===== config.mk =====
export PLATFORM = sky130hd
export DESIGN_NAME = reg_file_sb
export DESIGN_NICKNAME = d
export VERILOG_FILES = /design/src/rtl/reg_file_sb.sv
export SDC_FILE = /design/constraint.sdc
export NUM_CORES = 1
export LEC_CHECK = 0
export CORE_UTILIZATION = 47
export DETAILED_ROUTE_END_ITERATION = 7
export GPL_TIMING_DRIVEN = 0
export PLACE_DENSITY = 0.76
export SYNTH_ARGS = -nofsm -noshare
export SYNTH_HDL_FRONTEND = slang
export SYNTH_SLANG_ARGS = --single-unit

===== constraint.sdc =====
create_clock -name clk -period 3 [get_ports clk]
set_input_delay 0.45 -clock clk [delete_from_list [all_inputs] [get_ports clk]]
set_output_delay 0.45 -clock clk [all_outputs]
set_load 0.02 [all_outputs]

===== src/rtl/reg_file_sb.sv =====
// reg_file_sb: parametrised register file with write bypass, busy scoreboard, debug port and writeback counter
module reg_file_sb #(
  parameter int DATA_W  = 16,
  parameter int ADDR_W  = 3,
  parameter bit ZERO_R0 = 1'b0,
  parameter bit BYPASS  = 1'b1
) (
  input  logic              clk,
  input  logic              reset,
  input  logic [ADDR_W-1:0] rs1,
  input  logic [ADDR_W-1:0] rs2,
  input  logic              rs1_en,
  input  logic              rs2_en,
  output logic [DATA_W-1:0] rs1_data,
  output logic [DATA_W-1:0] rs2_data,
  input  logic [ADDR_W-1:0] rd,
  input  logic [DATA_W-1:0] rd_data,
  input  logic              reg_write,
  input  logic              issue_valid,
  input  logic [ADDR_W-1:0] issue_rd,
  output logic              rs1_busy,
  output logic              rs2_busy,
  output logic              stall,
  input  logic [ADDR_W-1:0] dbg_addr,
  output logic [DATA_W-1:0] dbg_data,
  output logic [15:0]       wb_count
);
  localparam int NREGS = 1 << ADDR_W;

  logic [DATA_W-1:0] regs_q [NREGS];
  logic [NREGS-1:0]  busy_q, busy_d;
  logic [15:0]       wb_count_q, wb_count_d;
  logic              we, ie, hit1, hit2;

  // r0 writes/issues are dropped entirely when r0 is hardwired to zero
  assign we   = reg_write & ~(ZERO_R0 & (rd == '0));
  assign ie   = issue_valid & ~(ZERO_R0 & (issue_rd == '0));
  assign hit1 = BYPASS & we & (rd == rs1);
  assign hit2 = BYPASS & we & (rd == rs2);

  assign rs1_data   = hit1 ? rd_data : regs_q[rs1];
  assign rs2_data   = hit2 ? rd_data : regs_q[rs2];
  assign rs1_busy   = busy_q[rs1] & ~hit1;
  assign rs2_busy   = busy_q[rs2] & ~hit2;
  assign stall      = (rs1_en & rs1_busy) | (rs2_en & rs2_busy);
  assign dbg_data   = regs_q[dbg_addr];
  assign wb_count   = wb_count_q;
  assign wb_count_d = we ? wb_count_q + 16'd1 : wb_count_q;

  // next busy vector: a new producer (issue) beats a completing writeback
  always_comb begin
    busy_d = busy_q;
    for (int i = 0; i < NREGS; i++)
      busy_d[i] = (ie && issue_rd == ADDR_W'(i)) ? 1'b1 :
                  (we && rd == ADDR_W'(i)) ? 1'b0 : busy_q[i];
  end

  // register array, scoreboard and counter state
  always_ff @(posedge clk or negedge reset) begin
    if (!reset) begin
      for (int i = 0; i < NREGS; i++) regs_q[i] <= '0;
      busy_q     <= '0;
      wb_count_q <= '0;
    end else begin
      if (we) regs_q[rd] <= rd_data;
      busy_q     <= busy_d;
      wb_count_q <= wb_count_d;
    end
  end
endmodule


Word-level counts from Yosys, hierarchy flattened
Cells that the tools add are included.
W data, S select, Z words.
Word-level totals
  register bits after elaboration: 152
Operators by class
  multiplexer cells: 34
  $lt $le $gt $ge: 7
  add/sub/neg operators: 1
  reductions and logical operators: 27
  bitwise operators: 13
  equality and inequality tests: 16
Operator list (count)
  $bmux W16 S3: 3
  $mux W16: 9
  $bwmux W128: 1
  $demux W16 S3: 1
  $eq A3 B3 Y1 const B: 8
  $mux W1: 18
  $logic_and A1 B1 Y1: 17
  $add A16 B1 Y16 const B: 1
  $ge A4 B4 Y1 const B: 4
  $not A3 Y4: 4
  $reduce_bool A2 Y1: 8
  $eq A3 B2 Y1 const B: 4
  $lt A3 B4 Y1 const B: 2
  $and A1 B1 Y1: 6
  $bmux W1 S3: 2
  $eq A3 B1 Y1 const B: 2
  $eq A3 B3 Y1: 2
  $logic_not A3 Y1: 2
  $lt A4 B1 Y1 const B: 1
  $not A1 Y1: 2
  $or A1 B1 Y1: 1

Longest topological paths before layout
Gate-level depths: netlist of run 1.
  depth after elaboration: 6
  gate-level depth with buffers: 6
  gate-level depth less buffers: 5

Worst setup path after synthesis of run 1
OpenSTA, ideal clock, no wires.
  path kind: input -> output
  from: input rs2[1]
  to: output rs2_data[1]
  buffers on the path: 2
  arrival: 1.661 ns
  path slack: 0.889 ns
  cell stages on the path: 5
  required time: 2.550 ns
  cell sequence: buf_2 -> clkbuf_1 -> mux4_2 -> mux2i_1 -> a21oi_1
Between the ends
  word-level cells in the longest chain between the ends: 5
  elaborated cells between the ends (all ways): 7
  those cells by class: eq/ne (1); mux (4); bitwise (2)
RTL lines
  from (decl): RTL line 11  | input logic [ADDR_W-1:0] rs2,
  $not A3 Y4 (implied by the code): RTL line 42  | assign rs2_data = hit2 ? rd_data : regs_q[rs2];
  $bmux W16 S3: RTL line 42
  $mux W16 (implied by the code) (2 in a row): RTL line 42
  $mux W16 (*): RTL line 42
  to (decl): RTL line 15  | output logic [DATA_W-1:0] rs2_data,
Every way passes the cells marked *; elsewhere a longest branch is shown, timed or not. The select of a mux whose other input is x is not followed.

Worst setup path after layout of run 1
  from: input rs2[2]
  to: output rs2_data[7]
The elaborated chain is that of the path after synthesis.

==> run metrics, run 1 <==
clock buffer depth=2; Seq cells post-synth=152; first-pass GRT wire length=40900 um; chip width=143 um; root buf cell=clkbuf_16; status=completed; DP Area=10500 sq um; Slowest cell on crit path=clkdlybuf4s50_1; xor and xnor area share after synthesis=1.97%; highest metal used=met4; kind of critical path=in -> out; filler instances=1496; unrepaired setup endpoints after global routing=true; share of layout cells above drive strength 1=43.3%; largest net degree at the start of global routing=85; final setup fails=0; hold crit path type=in -> async; CP peak stage delay=0.63 ns; Worst Tran Pin Value=0.708 ns; later-pin clock latency in the skew report=0.43 ns; wire per inst=26.2 um; Num CTS Buffers=17; adder-cell share of the synthesized area=0.134%; VDD IR max=373 uV; Startpoint Class=primary input; Syn-to-layout area delta=20.1%; number of global-route vias before repair=7043; final worst-path cycle share=99.1%; WHS=0.0164 ns; Crit path top cell by count=clkdlybuf4s50_1; grt total ovfl=0; hold buffer count at CTS=0; min Tclk post-route=2.97 ns; Via density=6.46; Fmax=0.336 GHz; final hold viol count=0; PD cells=694 nW/um^2; Max Slew Vio Count=0; LEAKAGE=0.00473 uW; CTS tree=done; Syn Nets=689; Starting Density=48.1%; post-synth top area cell=dfrtp_1; Fin Setup TNS=0 ns; Initial DRT Pass Iterations=5; largest family of logic cells by synthesized area=multiplexers; Simple-Gate Fraction of Synth Area=5.47%; Worst-path clk slew=0.06 ns; # IOs=104; GP Congestion=0.862; Routed met2 length=13400 um; post-layout util=57.7%; CP Max Fanout=10; Final nets=791; TritonCTS Sinks=152; Routed Antenna Nets=0; crit path capture type=output pin; H-tree Lvls=4; core area=19500 sq um; Syn Area/Cell=14.4 sq um; post-synthesis mux area share=45.0%; number of port buffers=78; WP data required=2.55 ns; M1 wire length=10400 um; vias after detailed routing=6655; number of DRC markers in iteration 0=824; DP HPWL=17500 um; Compound-Gate Fraction of Synth Area=2.69%; top-area cell type share of the netlist area=40.7%; Yosys warning count=0; largest cells by area after synthesis=dfrtp_1 (41%), mux4_2 (23%), mux2_2 (16%), mux2i_1 (4.1%), a21oi_1 (1.7%); worst-path cell chain=clkdlybuf4s50_1, xnor2_1, nand4_1, buf_4, clkbuf_4, nor2_1, a21oi_1, clkdlybuf4s50_1; Post-Syn Instances=651; worst clock skew=0.00119 ns; met3 WL=2050 um; CP Data Arrival Time=2.52 ns; Total Die Area=20500 sq um; # Max-Cap Violations=0; GRT Resource Usage Total=27.9%; DRC=0; Max transition margin=52.8%; post-synthesis cell type count=39; Total Wirelength=26900 um; Post-Syn Area=9350 sq um; initial antenna violation count=1; post-route cell area=11200 sq um; Final Power=7800 uW; Rows=51; Die Y=143 um; sequential share of the synthesized area=40.7%
[path summary, 6_finish.rpt]
kind / from / end / slack, ns / cells after the start
max in group asynchronous: reset / regs_q[87]$_DFFE_PN0P_ / 2.13 / 2
worst min register to register: wb_count[15]$_DFFE_PN0P_ / wb_count[15]$_DFFE_PN0P_ / 0.48 / 1
min in group clk: wb_count[15]$_DFFE_PN0P_ / wb_count[15]$_DFFE_PN0P_ / 0.48 / 1
worst min-delay path: reset / wb_count[9]$_DFFE_PN0P_ / 0.02 / 1
worst max-delay path: rs2[2] / rs2_data[7] / 0.03 / 8
worst max register to register: wb_count[0]$_DFFE_PN0P_ / wb_count[14]$_DFFE_PN0P_ / 1.58 / 5
[timing repair]
action	in CTS	in global routing
gates cloned	0	0
setup buffers	4	0
setup endpoints to repair	50	17
resized for setup	37	17
[per-layer routing]
metal / vias up / track usage (%)
met4: 0 / 14.8
met2: 381 / 45.5
met3: 105 / 6.67
met5: - / 0
li1: 2701 / -
met1: 3468 / 34.4
[kinds of logic after synthesis]
logic type               after synthesis
multiplexers                         279
flip-flops                           152
AND/OR/NAND/NOR                       84
buffers and inverters                 69
AO/OA/AOI/OAI                         45
XOR/XNOR                              21
adder cells (fa/ha/maj)                1
[metrics by stage]
step	worst slack [ns]	instances
after CTS	0.00403	1029
after floorplan	0.889	651
final	0.0265	1030
after global routing	-0.0139	1029
after detailed placement	-0.537	995
after global placement	-4.30	994
[layout by cell type (no fill, tap or decap), types with 3 or more instances in the layout]
cell	n
a21oi_1	32
buf_1	15
buf_2	12
buf_4	18
buf_6	12
bufinv_16	4
clkbuf_1	4
clkbuf_16	17
clkbuf_2	3
clkbuf_4	3
clkbuf_8	3
clkdlybuf4s50_1	59
clkinv_2	5
dfrtp_1	152
dlygate4sd2_1	5
dlymetal6s2s_1	13
inv_1	6
mux2_2	134
mux2_4	9
mux2i_1	38
mux4_2	96
nand2_1	14
nand2b_1	3
nand3_1	6
nand4_1	6
nor2_1	37
o21ai_0	4
xnor2_1	16
xor2_1	5
[report_power, final]
| part | switching (uW) | total [uW] | internal, uW |
|---|---|---|---|
| Clock | 840 | 2240 | 1400 |
| Sequential | 449 | 2950 | 2500 |
| Combinational | 1120 | 2610 | 1490 |
[synth_stat cells, drive strengths merged]
master and n:
nor2b 2, nor3b 2, mux2 145, nand4 8, o22ai 2, nand3 6
a22o 1, and3 2, mux4 96, inv 6, xor2 5, dfrtp 152
mux2i 38, a21oi 32, and4 2, o32ai 2, xnor2 16, nor3 4
nand2b 4, o2111ai 2, o21ai 4, nor2 37, nand4b 3, nand2 14
buf 53, ha 1, clkbuf 10, a22oi 2
[state kept, by name, indices dropped and copies added, names as in the netlist]
| register | count |
|---|---|
| regs_q | 128 |
| wb_count | 16 |
| busy_q | 8 |
[area by class of cell]
class / instances / area (sq um) / area share, %
clock buffer: 20 / 447 / 3.98
tap: 265 / 332 / 2.95
buffer: 63 / 438 / 3.90
sequential: 152 / 3800 / 33.9
clock inverter: 10 / 153 / 1.36
timing repair buffer: 83 / 866 / 7.71
inverter: 6 / 22.5 / 0.201
multi-input combinational: 430 / 5170 / 46.0
antenna: 1 / 2.50 / 0.0223
[worst max-delay path: cells and delay by family]
family                 cells  cell delay [ns]
AO/OA/AOI/OAI              1             0.17
XOR/XNOR                   1             0.16
AND/OR/NAND/NOR            2             0.17
buffers and inverters      4             1.56
Power figures use the tool's default switching activity.
==> run 2: changes to the inputs <==
- CORE_ASPECT_RATIO: unset -> 2
==> run metrics, run 2 (synthesis results as in run 1) <==
final setup fails=1 (+1); Max Slew Vio Count=0 (unchanged); Starting Density=48.1% (about the same); RR Startpoint=wb_count[0]$_DFFE_PN0P_; WP data required=2.55 ns (about the same); Slowest cell on crit path=clkdlybuf4s50_1; Largest Register=regs_q; Routed Antenna Nets=0 (unchanged); Startpoint Class=primary input; Die Y=201 um (+41%); Total Die Area=20500 sq um (+0.17%); Crit path top cell by count=clkdlybuf4s50_1; DP Cell Count=989 (-0.60%); Max transition margin=51.1% (-1.7 points); number of DRC markers in iteration 0=371 (-55%); TritonCTS Sinks=152 (unchanged); commonest non-fill, non-tap cell in the layout=dfrtp_1; min Tclk post-route=3.00 ns (+0.0287 ns); LEAKAGE=0.00467 uW (-1.2%); kind of critical path=in -> out; DP HPWL=19500 um (+12%); core area=19500 sq um (about the same); worst clock skew=0.000544 ns (-0.000643 ns); worst-path cell chain=clkdlybuf4s50_1, buf_4, nor2_1, a22oi_1, and4_1, a22o_1, clkdlybuf4s50_1; CP Depth=7 (-1); WP buf/inv=3 (-1); number of port buffers=78 (unchanged); final hold viol count=0 (unchanged); final worst-path cycle share=100% (+0.96 points); Final WS setup=-0.00221 ns (-0.0287 ns); Total Wirelength=27600 um (+2.5%); wire per inst=27.0 um (+3.1%); most frequent cells in the layout=dfrtp_1 (152), mux2_2 (134), mux4_2 (96), clkdlybuf4s50_1 (69); Worst-path clk slew=0.06 ns (about the same); later-pin clock latency in the skew report=0.43 ns (about the same); worst r2r path cells=5 (unchanged); initial antenna violation count=0 (-1); grt total ovfl=0 (unchanged); non-filler cells, final=1024 (-0.58%); H-tree Lvls=4 (unchanged); Via density=6.40 (-0.93%); Syn-to-layout area delta=20.6%; Final nets=790 (-0.13%); failing checks=setup timing; CTS tree=done; CP delay by family, top=buffers and inverters; CP peak stage delay=0.62 ns (about the same); chip width=102 um (-29%); first-pass GRT wire length=42500 um (+3.9%); hold crit path type=in -> async; # Max-Cap Violations=0 (unchanged); DRC=0 (unchanged); VDD IR max=394 uV (+5.7%); GRT Resource Usage Total=29.0% (+1.1 points); CP Data Arrival Time=2.55 ns (+0.03 ns); RR Endpoint=wb_count[14]$_DFFE_PN0P_; DP Area=10500 sq um (about the same); filler instances=1573 (+5.1%); number of global-route vias before repair=7386 (+4.9%); GP Congestion=0.840 (-2.6%); crit path capture type=output pin; PD cells=715 nW/um^2 (+3.0%); Fmax=0.333 GHz (-0.96%); clock buffer depth=2 (unchanged); Worst Tran Pin Value=0.733 ns (+0.0249 ns); Initial DRT Pass Iterations=7 (+2); flop-to-flop setup slack=1.55 ns (-0.03 ns); Fin Setup TNS=-0.00221 ns (-0.00221 ns); CP Max Fanout=10 (unchanged); vias after detailed routing=6555 (-1.5%); Num CTS Buffers=17 (unchanged); status=finished with violations; largest net degree at the start of global routing=86 (+1.2%); # IOs=104 (unchanged); post-route cell area=11300 sq um (+0.40%); root buf cell=clkbuf_16; Rows=72 (+41%); Ant. Diodes=0 (-1); max FFs per register=128 (unchanged); share of layout cells above drive strength 1=43.7% (+0.34 points); unrepaired setup endpoints after global routing=true
[run 2: power breakdown]
group          internal, uW  switching, uW
sequential             2500            461
clock                  1570            903
combinational          1500           1130
total                  5570           2490
[run 2: worst max-delay path by stage]
stage / to / from / slack, ns
2_1_floorplan: rs2_data[1] / rs2[1] / 0.89
3_3_place_gp: regs_q[66]$_DFFE_PN0P_ / reset / -4.40
3_5_place_dp: dbg_data[6] / dbg_addr[1] / -0.48
4_1_cts: rs1_data[13] / rs1[2] / 0.003
5_1_grt: rs2_data[1] / rs2[2] / -0.05
6_report: stall / rs2[2] / -0.002
[run 2: layer usage]
layer	GRT usage [%]	routed length, um	up-vias
met5	0	0	-
met4	19.8	1750	0
met3	4.62	1430	107
met2	51.4	15500	338
met1	30.4	8990	3410
li1	-	-	2700
[run 2: area by class of cell]
cell class | instances | area, sq um | area share (%)
Multi-Input combinational cell | 430 | 5170 | 45.9
Sequential cell | 152 | 3800 | 33.7
Timing Repair Buffer | 82 | 845 | 7.49
Buffer | 63 | 434 | 3.85
Clock buffer | 18 | 429 | 3.81
Tap cell | 259 | 324 | 2.87
Clock inverter | 14 | 246 | 2.19
Inverter | 6 | 22.5 | 0.200
[run 2: per-stage QoR]
step	power (uW)	worst slack [ns]	util (%)	hold slack, ns
after floorplan	4570	0.889	-	0.154
after global placement	5420	-4.40	53.7	0.463
after detailed placement	5590	-0.482	53.9	0.471
after CTS	8070	0.00273	57.8	0.0512
after global routing	8360	-0.0469	58.0	0.0598
final	8060	-0.00221	58.0	0.0167
[run 2: repair_timing]
item	4_1_cts	5_1_grt
endpoints found under the hold margin	0	0
endpoints found under the setup margin	50	34
hold buffers	0	0
pin swaps	0	2
setup buffers	2	1
gates resized for setup	34	12
